### config.mk
export PLATFORM = sky130hd
export DESIGN_NAME = pipe_hazard_ctrl
export DESIGN_NICKNAME = d
export VERILOG_FILES = /design/src/rtl/pipe_ctrl_pkg.sv /design/src/rtl/hazard_detect.sv /design/src/rtl/pipe_hazard_ctrl.sv
export SDC_FILE = /design/constraint.sdc
export NUM_CORES = 1
export LEC_CHECK = 0
export ABC_AREA = 1
export BUFFER_PORTS_ARGS = -buffer_cell sky130_fd_sc_hd__buf_4
export CAP_MARGIN = 40
export CORE_MARGIN = 1.5
export CORE_UTILIZATION = 39
export CTS_BUF_LIST = sky130_fd_sc_hd__clkbuf_8
export DETAILED_ROUTE_END_ITERATION = 8
export PLACE_DENSITY_LB_ADDON = 0.15
export REMOVE_ABC_BUFFERS = 1
export SKIP_CTS_REPAIR_TIMING = 1
export SLEW_MARGIN = 40
export SYNTH_ARGS = -nofsm -noshare
export SYNTH_HDL_FRONTEND = slang
export SYNTH_SLANG_ARGS = --single-unit
### constraint.sdc
create_clock -name clk -period 3.8 [get_ports clk]
set_clock_uncertainty 0.2 [all_clocks]
set_input_delay 0.76 -clock clk [delete_from_list [all_inputs] [get_ports clk]]
set_output_delay 0.76 -clock clk [all_outputs]
set_load 0.05 [all_outputs]
### src/rtl/pipe_ctrl_pkg.sv
// pipe_ctrl_pkg: shared pipeline-control types and constants.
package pipe_ctrl_pkg;
    typedef enum logic [1:0] {RUN = 2'd0, MEM_WAIT = 2'd1, HALT = 2'd2} state_e;
    localparam logic [1:0] WD_MEM = 2'b01;
    localparam logic [4:0] X0 = 5'd0;
endpackage

### src/rtl/hazard_detect.sv
// hazard_detect: combinational load-use and data-memory-busy detection.
module hazard_detect
    import pipe_ctrl_pkg::*;
(
    input  logic [4:0] id_rs1,
    input  logic [4:0] id_rs2,
    input  logic       id_use_rs1,
    input  logic       id_use_rs2,
    input  logic [4:0] ex_rd,
    input  logic       ex_regwrite,
    input  logic [1:0] ex_wdsel,
    input  logic       mem_req,
    input  logic       mem_ready,
    output logic       load_use,
    output logic       mem_busy
);
    always_comb begin
        load_use = ex_regwrite && ex_wdsel == WD_MEM && ex_rd != X0 &&
                   ((id_use_rs1 && id_rs1 == ex_rd) || (id_use_rs2 && id_rs2 == ex_rd));
        mem_busy = mem_req && !mem_ready;
    end
endmodule

### src/rtl/pipe_hazard_ctrl.sv
// pipe_hazard_ctrl: stall/flush sequencer for the 5-stage pipeline with memory-wait timeout and perf counters.
module pipe_hazard_ctrl
    import pipe_ctrl_pkg::*;
#(
    parameter int MAX_WAIT = 16,
    parameter int CNT_W    = 32
) (
    input  logic             clk,
    input  logic             rst,
    input  logic [4:0]       id_rs1,
    input  logic [4:0]       id_rs2,
    input  logic             id_use_rs1,
    input  logic             id_use_rs2,
    input  logic [4:0]       ex_rd,
    input  logic             ex_regwrite,
    input  logic [1:0]       ex_wdsel,
    input  logic             ex_branch_taken,
    input  logic             mem_req,
    input  logic             mem_ready,
    output logic             pc_stall,
    output logic             ifid_stall,
    output logic             ifid_flush,
    output logic             idex_stall,
    output logic             idex_flush,
    output logic             exmem_stall,
    output logic             memwb_flush,
    output logic             mem_timeout,
    output logic [CNT_W-1:0] stall_cnt,
    output logic [CNT_W-1:0] flush_cnt
);
    state_e           state_q, state_d;
    logic [7:0]       wait_cnt_q, wait_cnt_d;
    logic             timeout_q, timeout_d;
    logic [CNT_W-1:0] stall_cnt_q, stall_cnt_d, flush_cnt_q, flush_cnt_d;
    logic             load_use, mem_busy, hold, run_dec, br, lu;
    hazard_detect u_hd (
        .id_rs1(id_rs1), .id_rs2(id_rs2), .id_use_rs1(id_use_rs1), .id_use_rs2(id_use_rs2),
        .ex_rd(ex_rd), .ex_regwrite(ex_regwrite), .ex_wdsel(ex_wdsel),
        .mem_req(mem_req), .mem_ready(mem_ready), .load_use(load_use), .mem_busy(mem_busy)
    );
    always_comb begin
        state_d    = state_q;
        wait_cnt_d = wait_cnt_q;
        timeout_d  = timeout_q;
        hold       = 1'b0;
        run_dec    = 1'b0;
        case (state_q)
            RUN: begin
                hold       = mem_busy;
                run_dec    = !mem_busy;
                state_d    = mem_busy ? MEM_WAIT : RUN;
                wait_cnt_d = mem_busy ? 8'd1 : wait_cnt_q;
            end
            MEM_WAIT: begin
                // mem_ready is the release cycle: normal RUN decode applies with memory treated idle
                hold       = !mem_ready;
                run_dec    = mem_ready;
                wait_cnt_d = mem_ready ? 8'd0 : wait_cnt_q + 8'd1;
                if (mem_ready) state_d = RUN;
                else if (wait_cnt_q == 8'(MAX_WAIT)) begin
                    timeout_d = 1'b1;
                    state_d   = HALT;
                end
            end
            HALT: hold = 1'b1;
            default: state_d = RUN;
        endcase
        br          = run_dec && ex_branch_taken;
        lu          = run_dec && !ex_branch_taken && load_use;
        pc_stall    = !rst && (hold || lu);
        ifid_stall  = !rst && (hold || lu);
        idex_stall  = !rst && hold;
        exmem_stall = !rst && hold;
        memwb_flush = rst || hold;
        ifid_flush  = rst || br;
        idex_flush  = rst || br || lu;
        stall_cnt_d = stall_cnt_q + CNT_W'(pc_stall);
        flush_cnt_d = flush_cnt_q + CNT_W'(ifid_flush || idex_flush);
    end
    always_ff @(posedge clk) begin
        if (rst) begin
            state_q     <= RUN;
            wait_cnt_q  <= 8'd0;
            timeout_q   <= 1'b0;
            stall_cnt_q <= '0;
            flush_cnt_q <= '0;
        end else begin
            state_q     <= state_d;
            wait_cnt_q  <= wait_cnt_d;
            timeout_q   <= timeout_d;
            stall_cnt_q <= stall_cnt_d;
            flush_cnt_q <= flush_cnt_d;
        end
    end
    assign mem_timeout = timeout_q;
    assign stall_cnt   = stall_cnt_q;
    assign flush_cnt   = flush_cnt_q;
endmodule

==> impl_metrics.toml, run 1 <==
[setup_path]
worst_setup_path_end_kind = "output port"
reg2reg_depth = 17
path_max_fanout = 5
path_class = "in2out"
crit_path_frequent_cell = "nand2_1"
worstPathCellList = "buf_4 > inv_1 > nand2_1 > nor3_1 > inv_1 > nand3_1 > nand2_1 > nand2_1 > buf_4"
worstPathRequired_ns = 2.84
crit_arrival_ns = 1.92
slowest_delay_ns = 0.23
cpMaxStageDelayCell = "nor3_1"
startpoint_type = "primary input"

[timing]
period_minus_slack_ns = 2.876
max_freq_mhz = 347.7
hold_violations = 0
setup_viol = 0
slew_headroom_pct = 61.50
fin_crit_sh_pct = 75.68
rsz0062_at_grt = "no"
tightest_slew_ns = 0.5775
report.final.slew_viol_count = 0
tns_ns = 0

[die]
fp.dieH_um = 107.6
initial_utilization_pct = 40.76
boundaryPins = 97
die_area_sq_um = 11570
core_sq_um = 10460
rows = 37
die_w_um = 107.6

[finish]
final_core_util_pct = 50.85
drive_above_1_share_pct = 15.21
diodes = 0
fin_nets = 841
area_growth_pct = 24.77
final_area_sq_um = 5320

[detailed_routing]
drt_iter0_markers = 202
dr.pass1.iters = 6
antenna_left = 0
drcViolationCount = 0
num_vias = 4630
wl_per_cell_um = 12.47
viasPerCell = 4.869
postRouteWirelength_um = 11860

[global_route]
grt_pass1_vias = 4311
grt_usage_pct = 21.68
antenna_found_initial = 0
grt_max_degree = 51
grt_pass1_wl_um = 19840
gr-total-overflow = 0

[logic_synthesis]
synth_cells = 711
synth_area_leaders = "dfxtp_1 (35%), nand2_1 (20%), nor2_1 (13%), inv_1 (8.0%), a21oi_1 (5.4%)"
synth_top_family_by_area = "simple AND/OR/NAND/NOR gates"
netlist.area_leader.share_pct = 35.21
syn_avg_cell_area_sq_um = 5.997
synth.most_common_cell = "nand2_1"
async_flop_share_pct = 0
ys_types = 26
synth_ff_type = "dfxtp_1"
synth.top_cells.by_count = "nand2_1 (226), nor2_1 (142), inv_1 (91), dfxtp_1 (75), a21oi_1 (46)"
synthMuxAreaShare_pct = 0
synth-xor-area-share_pct = 2.259
synth_seq_cells = 75
yosys.area_share.simple_pct = 43.54
synth_edf_count = 0
synthAdderAreaFrac_pct = 1.761
synth_seq_area_share_pct = 35.21
yosys.area.top_type = "dfxtp_1"
ys_warn_count = 0
syn_area_sq_um = 4264
synth-compound-area-share_pct = 8.157

[placed_design]
portBuffers = 96
place_area_sq_um = 5125
dpl.hpwl_um = 9298
gp_congestion = 0.8750

[run_status]
status = "completed"

[power]
power_density_nw_per_um2 = 293.8
p_leak_nw = 2.073
peakVddDrop_mv = 0.1788
finalPower_mw = 1.563

[clock_network]
root_buffer = "clkbuf_8"
clock_latency_ns = 0.36
clock_sinks = 75
htreeDepth = 3
cts_buffers = 9
cts_buffer_depth = 2
cts_tree = "yes"
clk_pin_slew_ns = 0.07

[hold_path]
hold_class = "reg2reg"
worstHoldPathCells = 2

[flow_run]
max_cap_violations = 0
metal layers:
metal,up-vias,global-route usage (%),part of all wire [%]
met5,-,0,0
met4,0,10.06,2.9
met3,26,2.966,5.5
met1,2045,26.58,45
met2,147,37.49,47
li1,2412,-,-
area by class of cell:
type / instances / area (sq um)
multi-input combinational: 535 / 2376
clock inverter: 6 / 57.56
fill: 1111 / 5142
tap: 136 / 170.2
clock buffer: 10 / 137.6
sequential: 75 / 1501
timing repair buffer: 98 / 735.7
inverter: 91 / 341.6
worst paths after layout:
kind	slack, ns	end	start
setup / recovery	0.92	pc_stall	mem_ready
hold / removal	0.25	mem_timeout	mem_timeout
setup reg to reg	1.02	flush_cnt[22]	state_q[0]
hold reg to reg	0.25	mem_timeout	mem_timeout
kinds of logic after synthesis:
family,count (synthesis)
compound gates,67
simple gates,451
xor+xnor,11
fa+ha+maj,6
buf+inv,101
flops,75
critical path: cells and delay by family:
kind | cells | cell delay (ns)
buf+inv | 4 | 0.55
simple gates | 5 | 0.60
through the flow:
stage	hold WS, ns	worst slack [ns]	instances
6_report	0.2524	0.9241	951
5_1_grt	0.2973	0.6207	951
3_5_place_dp	0.2445	0.6622	935
3_3_place_gp	0.2383	0.7557	935
4_1_cts	0.2566	0.9482	951
2_1_floorplan	0.2647	0.3105	701
power by group:
part	internal (mW)	switching (mW)
clock network	0.316	0.309
registers	0.792	0.00526
logic	0.0482	0.0937
total	1.16	0.408
cells in the final DEF, fill, tap and decap left out, drive strengths merged:
master    Yosys  routed
ha            6       6
a211oi        1       1
xnor2         3       3
nand4        11      11
dfxtp        75      75
and3          1       1
bufinv        0       1
a21oi        46      46
nor3b         1       1
nand3b        1       1
nand2       228     228
nor3         12      12
clkinv        0       1
clkbuf        7      10
clkinvlp      0       2
xor2          8       8
o21bai        1       1
o21ai        16      16
buf           3      98
o21a          3       3
nand3        41      41
inv          91      93
and2          5       5
nor2        151     151
flip-flops by register name, indices dropped and copies added, names as in the netlist:
| register | flops |
|---|---|
| mem_timeout | 1 |
| stall_cnt | 32 |
| wait_cnt_q | 8 |
| state_q | 2 |
| flush_cnt | 32 |
(Power assumes the default switching activity.)
==> run 2, diff against run 1 <==
ABC_AREA = 0   (was 1)
clock period = 2.41 ns   (was 3.8 ns; I/O delays follow)
==> run 2 against run 1 <==
Area after synthesis fell by 12%; the run now ends with setup timing left; clock power rose by 75%; non-clock buffer count rose by 51; highest routed layer unchanged.
==> impl_metrics.toml, run 2 <==
[detailed_routing]
viasPerCell = 5.320
drcViolationCount = 0
wl_per_cell_um = 14.00
postRouteWirelength_um = 9784
dr.pass1.iters = 4
antenna_left = 0
num_vias = 3719
drt_iter0_markers = 141

[global_route]
grt_usage_pct = 18.84
grt_max_degree = 63
antenna_found_initial = 0
gr-total-overflow = 0
grt_pass1_wl_um = 15530
grt_pass1_vias = 3387

[timing]
slew_headroom_pct = 68.00
period_minus_slack_ns = 2.898
hold_violations = 0
max_freq_mhz = 345.0
rsz0062_at_grt = "yes"
report.final.slew_viol_count = 0
setup_viol = 53
fin_crit_sh_pct = 120.3
tightest_slew_ns = 0.4800
fin_ws_ns = -0.4884

[die]
rows = 35
initial_utilization_pct = 40.27
die_w_um = 100.9
die_area_sq_um = 10180
boundaryPins = 97
fp.dieH_um = 100.9
core_sq_um = 9284

[placed_design]
gp_congestion = 0.7847
place_area_sq_um = 4815
portBuffers = 96
dpl.hpwl_um = 6859

[clock_network]
clock_sinks = 75
clock_latency_ns = 0.34
root_buffer = "clkbuf_8"
clk_pin_slew_ns = 0.07
htreeDepth = 3
cts_buffer_depth = 2
cts_buffers = 9
cts_tree = "yes"

[logic_synthesis]
yosys.area.top_type = "dfxtp_1"
synth.top_cells.by_count = "dfxtp_1 (75), a21oi_1 (39), nor2_1 (34), xor2_1 (30)"
synth_edf_count = 0
synth_cells = 426
synth.most_common_cell = "dfxtp_1"
ys_warn_count = 0
ys_types = 42
synth_ff_type = "dfxtp_1"
synth_seq_area_share_pct = 40.16
synth_area_leaders = "dfxtp_1 (40%), xor2_1 (7.0%), a21oi_1 (5.2%), o31ai_1 (5.2%), or4_1 (5.2%)"
syn_avg_cell_area_sq_um = 8.776
synth_seq_cells = 75
netlist.area_leader.share_pct = 40.16
async_flop_share_pct = 0
syn_area_sq_um = 3739

[finish]
fillers = 879
multi_input_area_sq_um = 2268
final_common_cell = "buf_4"
layout_common_cells = "buf_4 (126), dfxtp_1 (74), a21oi_1 (37)"
drive_above_1_share_pct = 36.67
fin_nets = 596
area_growth_pct = 45.08
diodes = 0
final_core_util_pct = 58.42
regArea_sq_um = 1503
final_area_sq_um = 5424

[power]
p_int_mw = 1.998
netSwitchingPower_uw = 598.2
swShare_pct = 23.05
power.share.combinational_pct = 9.5
p_leak_nw = 2.071
seq_power_share_pct = 48.5
power_density_nw_per_um2 = 478.6
p_clk_share_pct = 42.0
peakVddDrop_mv = 0.3301

[setup_path]
r2r_end = "stall_cnt[26]"
r2r-start = "state_q[0]"
reg2reg_slack_ns = -0.41
path_max_fanout = 4
reg2reg_depth = 11
worstPathRequired_ns = 2.49
startpoint_type = "primary input"
worst_setup_path_end_kind = "flip-flop"
crit_path_start = "id_rs2[1]"
crit_arrival_ns = 2.97
path_class = "in2reg"

[hold_path]
hold_start = "mem_timeout"
hold_end = "mem_timeout"
worstHoldPathCells = 2
hold_class = "reg2reg"

[flow_run]
max_cap_violations = 0

[run_status]
failed_checks = "setup timing"
status = "complete, but fails checks"
run 2: cell types whose count changed after synthesis, moves of 8 or more:
cell / change
o31ai_1: +26
xor2_1: +22
nor2_1: -108
inv_1: -82
or3_1: +12
or4_1: +26
nor3_1: -8
nand2_1: -201
nand3_1: -21
and4_1: +8
nand4_1: +11
run 2: routing by layer:
layer	global-route usage [%]	wire [um]	up-vias
met5	0	0	-
met4	7.051	117	0
met3	5.201	565	9
met2	30.51	4811	78
met1	23.95	4289	1755
li1	-	-	1877
run 2: layout make-up:
| type | count | area share [%] |
|---|---|---|
| sequential | 75 | 27.70 |
| multi-input combinational | 321 | 41.82 |
| clock inverter | 5 | 1.407 |
| clock buffer | 11 | 2.791 |
| tap | 129 | 2.976 |
| inverter | 9 | 0.6690 |
| timing repair buffer | 149 | 22.63 |
run 2: worst max path at each step:
stage / end / slack, ns / cells past startpoint
2_1_floorplan: stall_cnt[26] / -2.99 / 10
3_3_place_gp: stall_cnt[26] / -0.90 / 11
3_5_place_dp: stall_cnt[30] / -1.04 / 11
4_1_cts: stall_cnt[30] / -0.68 / 11
5_1_grt: stall_cnt[26] / -0.63 / 12
6_report: stall_cnt[26] / -0.49 / 12
run 2: stage by stage:
step | hold WS [ns] | setup TNS, ns | power (mW) | setup slack [ns] | std cells
4_1_cts | 0.2529 | -18.31 | 2.598 | -0.6822 | 688
5_1_grt | 0.2680 | -22.23 | 2.710 | -0.6269 | 699
6_report | 0.2497 | -13.58 | 2.596 | -0.4884 | 699
2_1_floorplan | 0.2585 | -94.49 | 1.382 | -2.989 | 405
3_5_place_dp | 0.2402 | -39.29 | 1.498 | -1.042 | 672
3_3_place_gp | 0.2363 | -35.28 | 1.495 | -0.8985 | 672
run 2: cells by family after synthesis:
| kind of cell | count (synthesis) | synth area share [%] |
|---|---|---|
| buffers and inverters | 30 | 4.149 |
| xor gates and xnor gates | 40 | 9.371 |
| and+or+nand+nor | 184 | 29.38 |
| AOI/OAI and AO/OA | 90 | 14.66 |
| DFF | 75 | 40.16 |
| adders and majority gates | 6 | 2.008 |
| muxes | 1 | 0.2677 |
run 2: power groups by stage:
stage / Clock [mW] / Sequential, mW / Combinational, mW
2_1_floorplan: 0 / 1.31 / 0.0727
6_report: 1.09 / 1.26 / 0.246
5_1_grt: 1.19 / 1.26 / 0.265
4_1_cts: 1.13 / 1.26 / 0.214
3_5_place_dp: 0 / 1.29 / 0.213
3_3_place_gp: 0 / 1.28 / 0.211
run 2: worst max-delay path, cell delays in order:
cell     delay, ns
buf_6         0.09
xor2_1        0.15
nor4_1        0.28
a32oi_1       0.18
o31ai_2       0.34
ha_2          0.27
ha_4          0.13
and3_4        0.20
nand4_1       0.13
buf_4         0.19
or4_4         0.42
a21oi_2       0.12
